$ cat config.mk
export PLATFORM = sky130hd
export DESIGN_NAME = sum_seq_ctrl
export DESIGN_NICKNAME = d
export VERILOG_FILES = /design/src/rtl/sum_seq_ctrl.sv
export SDC_FILE = /design/constraint.sdc
export NUM_CORES = 1
export LEC_CHECK = 0
export ABC_CLOCK_PERIOD_IN_PS = 1700
export BUFFER_PORTS_ARGS = -buffer_cell sky130_fd_sc_hd__buf_2
export CAP_MARGIN = 20
export CORE_MARGIN = 2
export CORE_UTILIZATION = 49
export CTS_CLUSTER_DIAMETER = 100
export DETAILED_ROUTE_END_ITERATION = 7
export PLACE_DENSITY = 0.75
export SYNTH_ARGS = -nofsm -noshare
export SYNTH_HDL_FRONTEND = slang
export SYNTH_SLANG_ARGS = --single-unit
$ cat constraint.sdc
create_clock -name clk -period 1.7 [get_ports clk]
set_clock_uncertainty 0.2 [all_clocks]
set_input_delay 0.17 -clock clk [delete_from_list [all_inputs] [get_ports clk]]
set_output_delay 0.17 -clock clk [all_outputs]
set_load 0.1 [all_outputs]
$ cat src/rtl/sum_seq_ctrl.sv
`default_nettype none
// ============================================================================
//  Module      : sum_seq_ctrl
//  Description : Pushbutton-driven sequencer for an external 4-bit ripple
//                adder. The raw active-low button is synchronized and
//                debounced. Each accepted press steps the sequence
//                A-load -> B-load -> capture -> show.
//  Revision    : 1.0  initial release
// ----------------------------------------------------------------------------
//  Parameters
//    DB_CNT_W      width of the debounce counter
//    DB_LIMIT      consecutive stable cycles before a button level is accepted
//  Ports
//    clk           system clock, rising edge
//    rst_n         asynchronous active-low reset
//    btn_n         raw active-low pushbutton (asynchronous)
//    sw_data[3:0]  switch operand value
//    sw_cin        switch carry-in value
//    sum_in[3:0]   sum from the external adder
//    co_in         carry-out from the external adder
//    ain[3:0]      operand A to the adder
//    bin[3:0]      operand B to the adder
//    ci            carry-in to the adder
//    result[4:0]   captured {co_in, sum_in}
//    result_valid  high while result holds a completed addition
//    state[1:0]    current sequencer state
// ============================================================================
module sum_seq_ctrl #(
  parameter int DB_CNT_W = 16,
  parameter int DB_LIMIT = 50000
) (
  input  logic       clk,
  input  logic       rst_n,
  input  logic       btn_n,
  input  logic [3:0] sw_data,
  input  logic       sw_cin,
  input  logic [3:0] sum_in,
  input  logic       co_in,
  output logic [3:0] ain,
  output logic [3:0] bin,
  output logic       ci,
  output logic [4:0] result,
  output logic       result_valid,
  output logic [1:0] state
);

  localparam logic [1:0] S_A    = 2'b00;
  localparam logic [1:0] S_B    = 2'b01;
  localparam logic [1:0] S_CALC = 2'b10;
  localparam logic [1:0] S_SHOW = 2'b11;

  localparam logic [DB_CNT_W-1:0] c_db_max = DB_CNT_W'(DB_LIMIT - 1);
  localparam logic [DB_CNT_W-1:0] c_db_one = DB_CNT_W'(1);

  // --------------------------------------------------------------------------
  // Button synchronizer and debouncer
  // --------------------------------------------------------------------------
  logic                r_sync1;
  logic                r_sync2;
  logic                r_db_level;
  logic [DB_CNT_W-1:0] r_db_cnt;
  logic                r_press;

  logic w_differ;
  logic w_accept;

  assign w_differ = (r_sync2 != r_db_level);
  assign w_accept = w_differ && (r_db_cnt == c_db_max);

  // Idle level is released (1) so a button held through reset still has
  // to be debounced before it counts as a press.
  always_ff @(posedge clk or negedge rst_n) begin
    if (!rst_n) begin
      r_sync1    <= 1'b1;
      r_sync2    <= 1'b1;
      r_db_level <= 1'b1;
      r_db_cnt   <= '0;
      r_press    <= 1'b0;
    end else begin
      r_sync1 <= btn_n;
      r_sync2 <= r_sync1;
      // The pulse is registered at the same edge the level flips, so it is
      // high for exactly the one cycle following the accepted 1->0 change.
      r_press <= w_accept && !r_sync2;
      if (w_accept) begin
        r_db_level <= r_sync2;
        r_db_cnt   <= '0;
      end else if (w_differ) begin
        r_db_cnt <= r_db_cnt + c_db_one;
      end else begin
        r_db_cnt <= '0;
      end
    end
  end

  // --------------------------------------------------------------------------
  // Sequencer
  // --------------------------------------------------------------------------
  logic [1:0] r_state;
  logic [3:0] r_ain;
  logic [3:0] r_bin;
  logic       r_ci;
  logic [4:0] r_result;
  logic       r_valid;

  always_ff @(posedge clk or negedge rst_n) begin
    if (!rst_n) begin
      r_state  <= S_A;
      r_ain    <= '0;
      r_bin    <= '0;
      r_ci     <= 1'b0;
      r_result <= '0;
      r_valid  <= 1'b0;
    end else begin
      case (r_state)
        S_A: begin
          if (r_press) begin
            r_ain   <= sw_data;
            r_state <= S_B;
          end
        end
        S_B: begin
          if (r_press) begin
            r_bin   <= sw_data;
            r_ci    <= sw_cin;
            r_state <= S_CALC;
          end
        end
        // One cycle with the operands settled at the adder; a press here is
        // deliberately not looked at.
        S_CALC: begin
          r_result <= {co_in, sum_in};
          r_valid  <= 1'b1;
          r_state  <= S_SHOW;
        end
        // A press here starts a new addition; the old result stays visible
        // (but flagged invalid) until the next capture.
        S_SHOW: begin
          if (r_press) begin
            r_valid <= 1'b0;
            r_ain   <= sw_data;
            r_state <= S_B;
          end
        end
        default: begin
          r_state <= S_A;
        end
      endcase
    end
  end

  assign ain          = r_ain;
  assign bin          = r_bin;
  assign ci           = r_ci;
  assign result       = r_result;
  assign result_valid = r_valid;
  assign state        = r_state;

endmodule
`default_nettype wire

==> out/qor.tcl, run 1 <==
set qor(synth_sequential_area_ratio_pct) 57.73
set qor(cell_area_after_technology_mapping_um2) 1610
set qor(power_frac_seq_pct) 56.1
set qor(worst_hold_path.num_cells) 0
set qor(global_route_wire_length_before_repair_mm) 5.209
set qor(worst_setup_sp_type) {flip-flop}
set qor(finalHoldViolCount) 0
set qor(ctsLongestPathBuffers) 2
set qor(die_w_um) 61.33
set qor(maximum_number_of_pins_on_one_net_before_global_route_repair) 38
set qor(ys_dominant_reg_cell) {dfrtp_1}
set qor(number_of_enable_flip_flop_cells_after_synthesis) 0
set qor(grt_setup_unrepaired) {true}
set qor(vdd_ir_drop_max_mv) 0.6183
set qor(netlist.area_leader.share_pct) 52.84
set qor(clock_tree_from_tritoncts) {yes}
set qor(detail_route.iter0.violations) 38
set qor(critical_path_arrival_ps) 1760
set qor(synthArstFlopShare_pct) 100.0
set qor(post_drt_wl_per_cell_um) 14.23
set qor(i_o_pins) 30
set qor(syn_area_per_cell_um2) 12.29
set qor(cts.htree.levels) 2
set qor(vias) 1183
set qor(worst_r2r_startpoint) {r_db_cnt[0]$_DFF_PN0_}
set qor(pre_cts_slack_ps) 41.28
set qor(critical-path-max-stage-delay_ps) 450
set qor(total_number_of_nets_in_the_final_design) 207
set qor(r2r_setup_slack_ps) 2
set qor(pwr-share-clk_pct) 31.8
set qor(port_buffers) 29
set qor(fmax_mhz) 588.9
set qor(worstReg2RegEnd) {r_db_level$_DFFE_PN1P_}
set qor(setup_violations) 0
set qor(worst_hold_path_type) {reg2reg}
set qor(outcome) {finished clean}
set qor(antenna_cells_inserted) 0
set qor(post-route-drc-count) 0
set qor(critical-path-slowest-cell) {dfrtp_2}
set qor(worstRegToRegCells) 5
set qor(routed_wl_mm) 3.345
set qor(max-slew-margin-rel_pct) 67.69
set qor(p_int_uw) 1206
set qor(hp-start) {r_sync1$_DFF_PN1_}
set qor(fin_tns_setup_ps) 0
set qor(drv.max_cap_violation_count) 0
set qor(start_util_pct) 52.32
set qor(die_area_um2) 3761
set qor(core.rowCount) 20
set qor(synthesis.instances) 131
set qor(swShare_pct) 26.14
set qor(finalWorstPathRequiredPeriod_ps) 1698
set qor(timing.critical_path.fanout_max) 4
set qor(gp_congestion) 0.9383
set qor(share_comb_of_total_power_pct) 12.1
set qor(synth_top_cell_by_area) {dfrtp_1}
set qor(power.net_switching_uw) 426.7
set qor(min_delay_worst_endpoint) {r_sync2$_DFF_PN1_}
set qor(criticalPathCategory) {reg2reg}
set qor(fp.dieH_um) 61.33
set qor(critical_path.endpoint_type) {flip-flop}
set qor(netlist-cell-type-count) 24
set qor(yosys_warnings) 0
set qor(ranking_of_synthesized_cells_by_instance_count) {dfrtp_1, nor2_1, mux2_2}
set qor(vias_per_instance) 5.034
set qor(power.density_cell_area_nw_per_um2) 739.3
set qor(synthTopCellsByArea) {dfrtp_1, mux2_2, xnor2_1, dfstp_2, nor2_1}
set qor(antenna_left) 0
set qor(vias_in_the_first_global_route) 1198
set qor(area_delta_synth_final_pct) 37.14
set qor(synth_most_common_cell) {dfrtp_1}
set qor(clk_latency_ps) 340
set qor(finalPower_uw) 1633
set qor(clockRootBuffer) {clkbuf_4}
set qor(worstPathCellList) {ha_4, and3_4, nand4_1, buf_4, mux2_2}
set qor(path_clk_slew_ps) 100
set qor(placeableCoreArea_um2) 3078
set qor(dp_hpwl_mm) 2.005
set qor(grt-ovfl-total) 0
set qor(layout-drive-gt1-share_pct) 47.64
set qor(tritoncts.num_buffers) 5
set qor(antenna_found_initial) 0
set qor(postSynthNetCount) 148
set qor(cts.sink_count) 37
set qor(timing_max_transition_violations_final) 0
set qor(static-leakage-power_uw) 0.0009762
set qor(worst-endpoint-required_ps) 1770
set qor(postLayoutSetupSlackWorst_ps) 1.998
set qor(firstDrtPassIters) 4
set qor(worst-slew-pin-transition_ps) 488.0
set qor(grt.total_usage_pct) 19.42
set qor(share_of_the_clock_period_used_by_the_worst_path_after_layout_pct) 99.88
set qor(postSynthRegisterBits) 37
## routing by layer
| metal | track usage, % | wire length, um | up-vias |
|---|---|---|---|
| met1 | 22.62 | 1422 | 574 |
| met3 | 6.723 | 152 | 5 |
| met4 | 7.143 | 39 | 0 |
| met2 | 33.13 | 1730 | 37 |
| li1 | - | - | 567 |
| met5 | 0 | 0 | - |
## worst max-delay path, delay by kind of cell (launching register included)
family	cells	cell delay [ps]
AND/OR/NAND/NOR	2	340
adder cells (fa/ha/maj)	1	180
multiplexers	1	320
buffers and inverters	1	140
flip-flops	1	450
## how the worst max path moves through the flow
| stage | from | endpoint | slack (ps) |
|---|---|---|---|
| final | r_db_cnt[0]$_DFF_PN0_ | r_db_level$_DFFE_PN1P_ | 2 |
| after global routing | r_db_cnt[7]$_DFF_PN0_ | r_db_cnt[11]$_DFF_PN0_ | -60 |
| after CTS | r_db_cnt[0]$_DFF_PN0_ | r_db_cnt[14]$_DFF_PN0_ | 30 |
| after detailed placement | r_db_cnt[0]$_DFF_PN0_ | r_db_cnt[14]$_DFF_PN0_ | 40 |
| after global placement | r_db_cnt[0]$_DFF_PN0_ | r_db_cnt[14]$_DFF_PN0_ | 80 |
| after floorplan | state[0]$_DFFE_PN0P_ | ain[0]$_DFFE_PN0P_ | -7 |
## placed cells by master (no fill, tap or decap), types with 3 or more instances in the layout
| cell | n |
|---|---|
| buf_2 | 29 |
| buf_4 | 11 |
| clkbuf_4 | 5 |
| dfrtp_1 | 31 |
| dfstp_2 | 3 |
| dlygate4sd3_1 | 12 |
| inv_1 | 6 |
| mux2_2 | 15 |
| nand2_2 | 3 |
| nand3_1 | 4 |
| nand4_1 | 4 |
| nor2_1 | 9 |
| nor2_2 | 7 |
| nor3_1 | 3 |
| nor4_1 | 3 |
| o22ai_1 | 3 |
| xnor2_1 | 12 |
| xor2_1 | 3 |
## flip-flops by register name, indices dropped and copies added (netlist names)
signal and cells:
r_sync1 1, ain 4, state 2, ci 1
result_valid 1, bin 4, r_press 1, r_db_cnt 16
result 5, r_db_level 1, r_sync2 1
## cell type report
cell class	count	area (um2)
Timing Repair Buffer	54	392.9
Fill cell	231	869.6
Inverter	6	22.52
Clock buffer	7	65.06
Tap cell	44	55.05
Multi-Input combinational cell	86	729.5
Sequential cell	37	938.4
Clock inverter	1	5.005
## what timing repair did
action / CTS / global route
resized for setup: 0 / 17
buffers inserted: 0 / 5
endpoints found under the setup margin: 0 / 16
endpoints found under the hold margin: 52 / 0
hold buffers: 12 / 0
## per-stage QoR
stage | hold WS, ps | utilization [%] | std cells | cell area, um2
floorplan | -325.6 | - | 131 | 1637
global placement | 29.69 | 61.26 | 209 | 1886
detailed placement | 34.33 | 61.26 | 209 | 1886
CTS | 165.4 | 67.44 | 229 | 2076
global route | 171.3 | 71.75 | 235 | 2208
finish | 162.2 | 71.75 | 235 | 2208
## power by group through the flow
stage	sequential [uW]	combinational [uW]	clock, uW
finish	917	198	519
global placement	928	159	0
floorplan	1010	25.7	0
CTS	913	182	542
global route	920	211	582
detailed placement	930	160	0
## cells by family after synthesis
logic type,Yosys count,synth area share (%)
AOI/OAI and AO/OA,3,1.166
xor gates and xnor gates,15,8.159
adders and majority gates,4,3.108
buffers and inverters,8,2.331
DFF,37,57.73
muxes,15,10.49
and+or+nand+nor,49,17.02
Power figures use the tool's default switching activity.
==> run 2: changes to the inputs <==
--- a/config.mk
+++ b/config.mk
@@ -12,7 +12,7 @@
 export CORE_UTILIZATION = 49
 export CTS_CLUSTER_DIAMETER = 100
 export DETAILED_ROUTE_END_ITERATION = 7
-export PLACE_DENSITY = 0.75
+export PLACE_DENSITY = 0.83
 export SYNTH_ARGS = -nofsm -noshare
 export SYNTH_HDL_FRONTEND = slang
 export SYNTH_SLANG_ARGS = --single-unit
==> run 2 against run 1 <==
Wire length decreased by 7.5%. Die area unchanged. Core utilization decreased by 2.2 points. Design area decreased by 3.1%.
==> out/qor.tcl, run 2 (synthesis gave the netlist of run 1 again) <==
set qor(outcome) {finished clean}
set qor(timing_max_transition_violations_final) 0 ;# unchanged
set qor(critical_path.endpoint_type) {flip-flop}
set qor(i_o_pins) 30 ;# unchanged
set qor(vias) 1200 ;# +1.4%
set qor(port_buffers) 29 ;# unchanged
set qor(worstReg2RegEnd) {r_db_cnt[13]$_DFF_PN0_}
set qor(grt_setup_unrepaired) {true}
set qor(gp_congestion) 0.8454 ;# -9.9%
set qor(total_number_of_nets_in_the_final_design) 203 ;# -1.9%
set qor(placeableCoreArea_um2) 3078 ;# unchanged
set qor(timing.hold.ws_ps) 83.05 ;# -79.12 ps
set qor(worst_hold_path_type) {in2async}
set qor(vias_in_the_first_global_route) 1212 ;# +1.2%
set qor(finalWorstPathRequiredPeriod_ps) 1635 ;# -63.39 ps
set qor(fmax_mhz) 611.8 ;# +3.9%
set qor(static-leakage-power_uw) 0.0009528 ;# -2.4%
set qor(layout-drive-gt1-share_pct) 43.32 ;# -4.3 points
set qor(die_area_um2) 3761 ;# unchanged
set qor(cts.sink_count) 37 ;# unchanged
set qor(p_int_uw) 1161 ;# -3.7%
set qor(worst_setup_sp_type) {flip-flop}
set qor(post_layout_nonfiller_instances) 231 ;# -1.7%
set qor(worst-slew-pin-transition_ps) 487.3 ;# -0.6096 ps
set qor(maximum_number_of_pins_on_one_net_before_global_route_repair) 21 ;# -45%
set qor(share_comb_of_total_power_pct) 11.7 ;# -0.4 points
set qor(path_clk_slew_ps) 110 ;# about the same
set qor(layout.core_utilization_pct) 69.55 ;# -2.2 points
set qor(clock_tree_from_tritoncts) {yes}
set qor(firstDrtPassIters) 4 ;# unchanged
set qor(vias_per_instance) 5.195 ;# +3.2%
set qor(timing.critical_path.fanout_max) 6 ;# +2
set qor(critical_path.endpoint) {r_db_cnt[13]$_DFF_PN0_}
set qor(power.density_cell_area_nw_per_um2) 738.8 ;# about the same
set qor(layout.cells.most_common) {dfrtp_1}
set qor(worst_r2r_startpoint) {r_db_cnt[7]$_DFF_PN0_}
set qor(multi_input_comb_area_um2) 715.7 ;# -1.9%
set qor(dp_hpwl_mm) 2.184 ;# +8.9%
set qor(antenna_found_initial) 0 ;# unchanged
set qor(die_w_um) 61.33 ;# unchanged
set qor(swShare_pct) 26.58 ;# +0.45 points
set qor(area_delta_synth_final_pct) 32.94
set qor(largest_register_ffs) 16 ;# unchanged
set qor(place_inst) 209 ;# unchanged
set qor(final_cell_mix) {dfrtp_1, buf_2, nor2_1}
set qor(criticalPathCategory) {reg2reg}
set qor(ff_latch_area_um2) 937.1 ;# -0.13%
set qor(worstRegToRegCells) 4 ;# -1
set qor(finalHoldViolCount) 0 ;# unchanged
set qor(global_route_wire_length_before_repair_mm) 5.181 ;# -0.54%
set qor(regMostFlops) {r_db_cnt}
set qor(ctsLongestPathBuffers) 2 ;# unchanged
set qor(finalPower_uw) 1582 ;# -3.1%
set qor(tritoncts.num_buffers) 5 ;# unchanged
set qor(clockRootBuffer) {clkbuf_4}
set qor(nFillCells) 233 ;# +0.87%
set qor(fin_tns_setup_ps) 0 ;# unchanged
set qor(pwr-share-clk_pct) 30.5 ;# -1.3 points
set qor(antenna_cells_inserted) 0 ;# unchanged
set qor(share_of_the_clock_period_used_by_the_worst_path_after_layout_pct) 96.15 ;# -3.7 points
set qor(routed_wl_mm) 3.093 ;# -7.5%
set qor(antenna_left) 0 ;# unchanged
set qor(worst-endpoint-required_ps) 1730 ;# -40 ps
set qor(power.net_switching_uw) 420.5 ;# -1.5%
set qor(fp.dieH_um) 61.33 ;# unchanged
set qor(crit_path_start) {r_db_cnt[7]$_DFF_PN0_}
set qor(power_frac_seq_pct) 57.9 ;# +1.8 points
set qor(grt-ovfl-total) 0 ;# unchanged
set qor(clk_latency_ps) 340 ;# about the same
set qor(detail_route.iter0.violations) 32 ;# -16%
set qor(start_util_pct) 52.32 ;# unchanged
set qor(post-route-drc-count) 0 ;# unchanged
set qor(cts.htree.levels) 2 ;# unchanged
set qor(post_drt_wl_per_cell_um) 13.39 ;# -5.9%
set qor(grt.total_usage_pct) 19.37 ;# -0.054 points
set qor(r2r_setup_slack_ps) 70 ;# +60 ps
set qor(critical_path_arrival_ps) 1660 ;# -100 ps
set qor(setup_violations) 0 ;# unchanged
set qor(core.rowCount) 20 ;# unchanged
set qor(max-slew-margin-rel_pct) 67.73 ;# about the same
set qor(vdd_ir_drop_max_mv) 0.4666 ;# -25%
set qor(drv.max_cap_violation_count) 0 ;# unchanged
[run 2: cell type report]
cell class,instances,share of cell area [%]
repair buffers,50,16.13
multi-input cells,86,33.43
clock inverters,2,0.6429
inverters,6,1.052
clock buffers,6,2.396
well taps,44,2.572
flip-flops and latches,37,43.78
[run 2: per-layer routing]
| layer | share of wire [%] | vias to the layer above | global-route usage (%) |
|---|---|---|---|
| li1 | - | 566 | - |
| met1 | 42 | 592 | 21.10 |
| met2 | 52 | 34 | 35.71 |
| met3 | 4.8 | 8 | 6.303 |
| met4 | 1.6 | 0 | 5.590 |
| met5 | 0 | - | 0 |
[run 2: power groups by stage]
| stage | combinational, uW | sequential (uW) | clock [uW] |
|---|---|---|---|
| finish | 184 | 915 | 482 |
| global route | 200 | 918 | 535 |
| CTS | 183 | 913 | 496 |
| detailed placement | 162 | 930 | 0 |
| global placement | 158 | 928 | 0 |
| floorplan | 25.7 | 1010 | 0 |
[run 2: worst min-delay path by stage]
stage	from	to	slack [ps]	cells past startpoint
2_1_floorplan	rst_n	ain[0]$_DFFE_PN0P_	-330	0
3_3_place_gp	rst_n	result_valid$_DFFE_PN0P_	-80	1
3_5_place_dp	rst_n	result[0]$_DFFE_PN0P_	-70	1
4_1_cts	rst_n	result[0]$_DFFE_PN0P_	90	2
5_1_grt	rst_n	result[1]$_DFFE_PN0P_	120	2
6_report	rst_n	result[0]$_DFFE_PN0P_	80	2
[run 2: through the flow]
stage	instance area (um2)	worst slack, ps
after floorplan	1637	-6.894
after global placement	1886	90.93
after detailed placement	1886	-4.164
after CTS	2083	15.32
after global routing	2141	-39.32
final	2141	65.39
[run 2: critical path: stages (launching register included)]
cell,delay [ps]
dfrtp_1,470
nand3_1,260
nor4_2,370
xnor2_1,190
nor2_2,50
[run 2: timing repair]
action	in CTS	in global routing
resized for setup	2	7
endpoints found under the setup margin	1	16
endpoints found under the hold margin	52	0
setup buffers	0	2
gates cloned	0	0
pin swaps	0	5
hold buffers	12	0
==> run 3: changes to the inputs <==
--- a/config.mk
+++ b/config.mk
@@ -6,7 +6,7 @@
 export NUM_CORES = 1
 export LEC_CHECK = 0
 export ABC_CLOCK_PERIOD_IN_PS = 1700
-export BUFFER_PORTS_ARGS = -buffer_cell sky130_fd_sc_hd__buf_2
+export BUFFER_PORTS_ARGS = -buffer_cell sky130_fd_sc_hd__buf_4
 export CAP_MARGIN = 20
 export CORE_MARGIN = 2
 export CORE_UTILIZATION = 49
==> run 3 against run 2 <==
Clock power decreased by 10%. Highest routed layer unchanged. Clock-buffer cell count decreased by 1. Design area increased by 2.5%. Register-to-register slack about the same. Sequential power about the same. First-iteration DRC count decreased by 28%. Global-route usage decreased by 0.099 points. Die area unchanged. Final cell count increased by 0.43%.
==> out/qor.tcl, run 3 (synthesis gave the netlist of run 1 again) <==
set qor(layout.cells.most_common) {buf_4}
set qor(power.density_cell_area_nw_per_um2) 708.7 ;# -4.1%
set qor(post-route-drc-count) 0 ;# unchanged
set qor(dp_hpwl_mm) 2.205 ;# +0.96%
set qor(swShare_pct) 27.11 ;# +0.52 points
set qor(timing_max_transition_violations_final) 0 ;# unchanged
set qor(vias_per_instance) 5.134 ;# -1.2%
set qor(worst-slew-pin-transition_ps) 439.4 ;# -47.97 ps
set qor(routed_wl_mm) 3.186 ;# +3.0%
set qor(post_drt_wl_per_cell_um) 13.73 ;# +2.6%
set qor(final_cell_mix) {buf_4, dfrtp_1, nor2_1}
set qor(p_int_uw) 1133 ;# -2.4%
set qor(share_comb_of_total_power_pct) 13.3 ;# +1.6 points
set qor(maximum_number_of_pins_on_one_net_before_global_route_repair) 38 ;# +81%
set qor(cts.htree.levels) 2 ;# unchanged
set qor(pre_cts_slack_ps) 5.684 ;# +9.847 ps
set qor(antenna_left) 0 ;# unchanged
set qor(vdd_ir_drop_max_mv) 0.4637 ;# -0.62%
set qor(antenna_found_initial) 0 ;# unchanged
set qor(antenna_cells_inserted) 0 ;# unchanged
set qor(gp_congestion) 0.7752 ;# -8.3%
set qor(i_o_pins) 30 ;# unchanged
set qor(placeableCoreArea_um2) 3078 ;# unchanged
set qor(worst_setup_sp_type) {flip-flop}
set qor(clock_tree_from_tritoncts) {yes}
set qor(max-slew-margin-rel_pct) 70.71 ;# +3.0 points
set qor(grt-ovfl-total) 0 ;# unchanged
set qor(fin_tns_setup_ps) 0 ;# unchanged
set qor(clk_latency_ps) 340 ;# about the same
set qor(drv.max_cap_violation_count) 0 ;# unchanged
set qor(wl_met3_um) 165 ;# +11%
set qor(met1_length_mm) 1.327 ;# +3.1%
set qor(postLayoutSetupSlackWorst_ps) 65.27 ;# -0.1235 ps
set qor(firstDrtPassIters) 4 ;# unchanged
set qor(detail_route.iter0.violations) 23 ;# -28%
set qor(cts.sink_count) 37 ;# unchanged
set qor(fp.dieH_um) 61.33 ;# unchanged
set qor(outcome) {finished clean}
set qor(share_of_the_clock_period_used_by_the_worst_path_after_layout_pct) 96.16 ;# about the same
set qor(port_buffers) 29 ;# unchanged
set qor(core.rowCount) 20 ;# unchanged
set qor(timing.hold.ws_ps) 104.5 ;# +21.45 ps
set qor(criticalPathCategory) {reg2reg}
set qor(worst_hold_path_type) {in2async}
set qor(grt.total_usage_pct) 19.27 ;# -0.099 points
set qor(global_route_wire_length_before_repair_mm) 5.154 ;# -0.52%
set qor(critical_path_arrival_ps) 1680 ;# +20 ps
set qor(worst-endpoint-required_ps) 1740 ;# about the same
set qor(nFillCells) 213 ;# -8.6%
set qor(top_layer_used) {met4}
set qor(area_delta_synth_final_pct) 36.21
set qor(vias_in_the_first_global_route) 1190 ;# -1.8%
set qor(power_frac_seq_pct) 58.8 ;# +0.9 points
set qor(static-leakage-power_uw) 0.0009681 ;# +1.6%
set qor(die_w_um) 61.33 ;# unchanged
set qor(clockRootBuffer) {clkbuf_4}
set qor(fmax_mhz) 611.7 ;# about the same
set qor(ctsLongestPathBuffers) 2 ;# unchanged
set qor(finalPower_uw) 1554 ;# -1.7%
set qor(vias) 1191 ;# -0.75%
set qor(finalHoldViolCount) 0 ;# unchanged
set qor(largest_register_ffs) 16 ;# unchanged
set qor(layout-drive-gt1-share_pct) 42.02 ;# -1.3 points
set qor(total_number_of_nets_in_the_final_design) 204 ;# +0.49%
set qor(start_util_pct) 52.32 ;# unchanged
set qor(setup_violations) 0 ;# unchanged
set qor(finalWorstPathRequiredPeriod_ps) 1635 ;# +0.1235 ps
set qor(path_clk_slew_ps) 110 ;# about the same
set qor(power.net_switching_uw) 421.3 ;# +0.20%
set qor(timing.critical_path.fanout_max) 5 ;# -1
set qor(regMostFlops) {r_db_cnt}
set qor(tritoncts.num_buffers) 5 ;# unchanged
set qor(critical_path.endpoint_type) {flip-flop}
set qor(pwr-share-clk_pct) 27.9 ;# -2.6 points
set qor(met2_wirelength_mm) 1.633 ;# +1.6%
set qor(die_area_um2) 3761 ;# unchanged
[run 3: changes by cell type in the layout (fill, tap and decap cells not counted), sizes merged]
cell and change:
buf +1, clkbuf -1, clkinvlp +1
[run 3: worst paths after layout]
check | start | to | slack, ps | cells past startpoint
worst max-delay path | r_db_cnt[4]$_DFF_PN0_ | r_press$_DFF_PN0_ | 70 | 4
worst min-delay path | rst_n | state[0]$_DFFE_PN0P_ | 100 | 2
worst max register to register | r_db_cnt[4]$_DFF_PN0_ | r_press$_DFF_PN0_ | 70 | 4
worst min register to register | r_sync1$_DFF_PN1_ | r_sync2$_DFF_PN1_ | 160 | 0
max in group asynchronous | rst_n | r_db_level$_DFFE_PN1P_ | 850 | 2
min in group clk | r_sync1$_DFF_PN1_ | r_sync2$_DFF_PN1_ | 160 | 0
[run 3: power by group through the flow]
stage | Combinational [uW] | Clock, uW | Sequential, uW
CTS | 196 | 453 | 913
finish | 206 | 434 | 914
global placement | 171 | 0 | 929
detailed placement | 173 | 0 | 930
floorplan | 25.7 | 0 | 1010
global route | 220 | 488 | 917
[run 3: through the flow]
| stage | cell area (um2) | std cells | util [%] |
|---|---|---|---|
| 3_5_place_dp | 1943 | 207 | 63.13 |
| 3_3_place_gp | 1943 | 207 | 63.13 |
| 2_1_floorplan | 1637 | 131 | - |
| 6_report | 2193 | 232 | 71.26 |
| 4_1_cts | 2125 | 227 | 69.02 |
| 5_1_grt | 2193 | 232 | 71.26 |
[run 3: routing by layer]
metal,GRT usage [%],vias up
met5,0,-
met4,8.385,0
met3,5.882,6
met2,33.74,32
met1,21.63,594
li1,-,559
[run 3: final cells by class]
cell class	instances	area, um2	area share (%)
clock buffer	5	37.54	1.711
multi-input combinational	86	698.2	31.83
timing repair buffer	51	425.4	19.40
inverter	6	22.52	1.027
clock inverter	3	17.52	0.7986
sequential	37	937.1	42.73
tap	44	55.05	2.510
[run 3: repair_timing]
item / CTS / global route
pin swaps: 0 / 3
setup buffers: 0 / 5
endpoints found under the hold margin: 52 / 0
hold buffers: 12 / 0
resized for setup: 1 / 5
endpoints found under the setup margin: 15 / 15
[run 3: critical path, stage by stage (launching register included)]
cell and delay [ps]:
dfrtp_1 470, and4bb_1 310, nand4_1 180, buf_4 190, nor3b_1 200
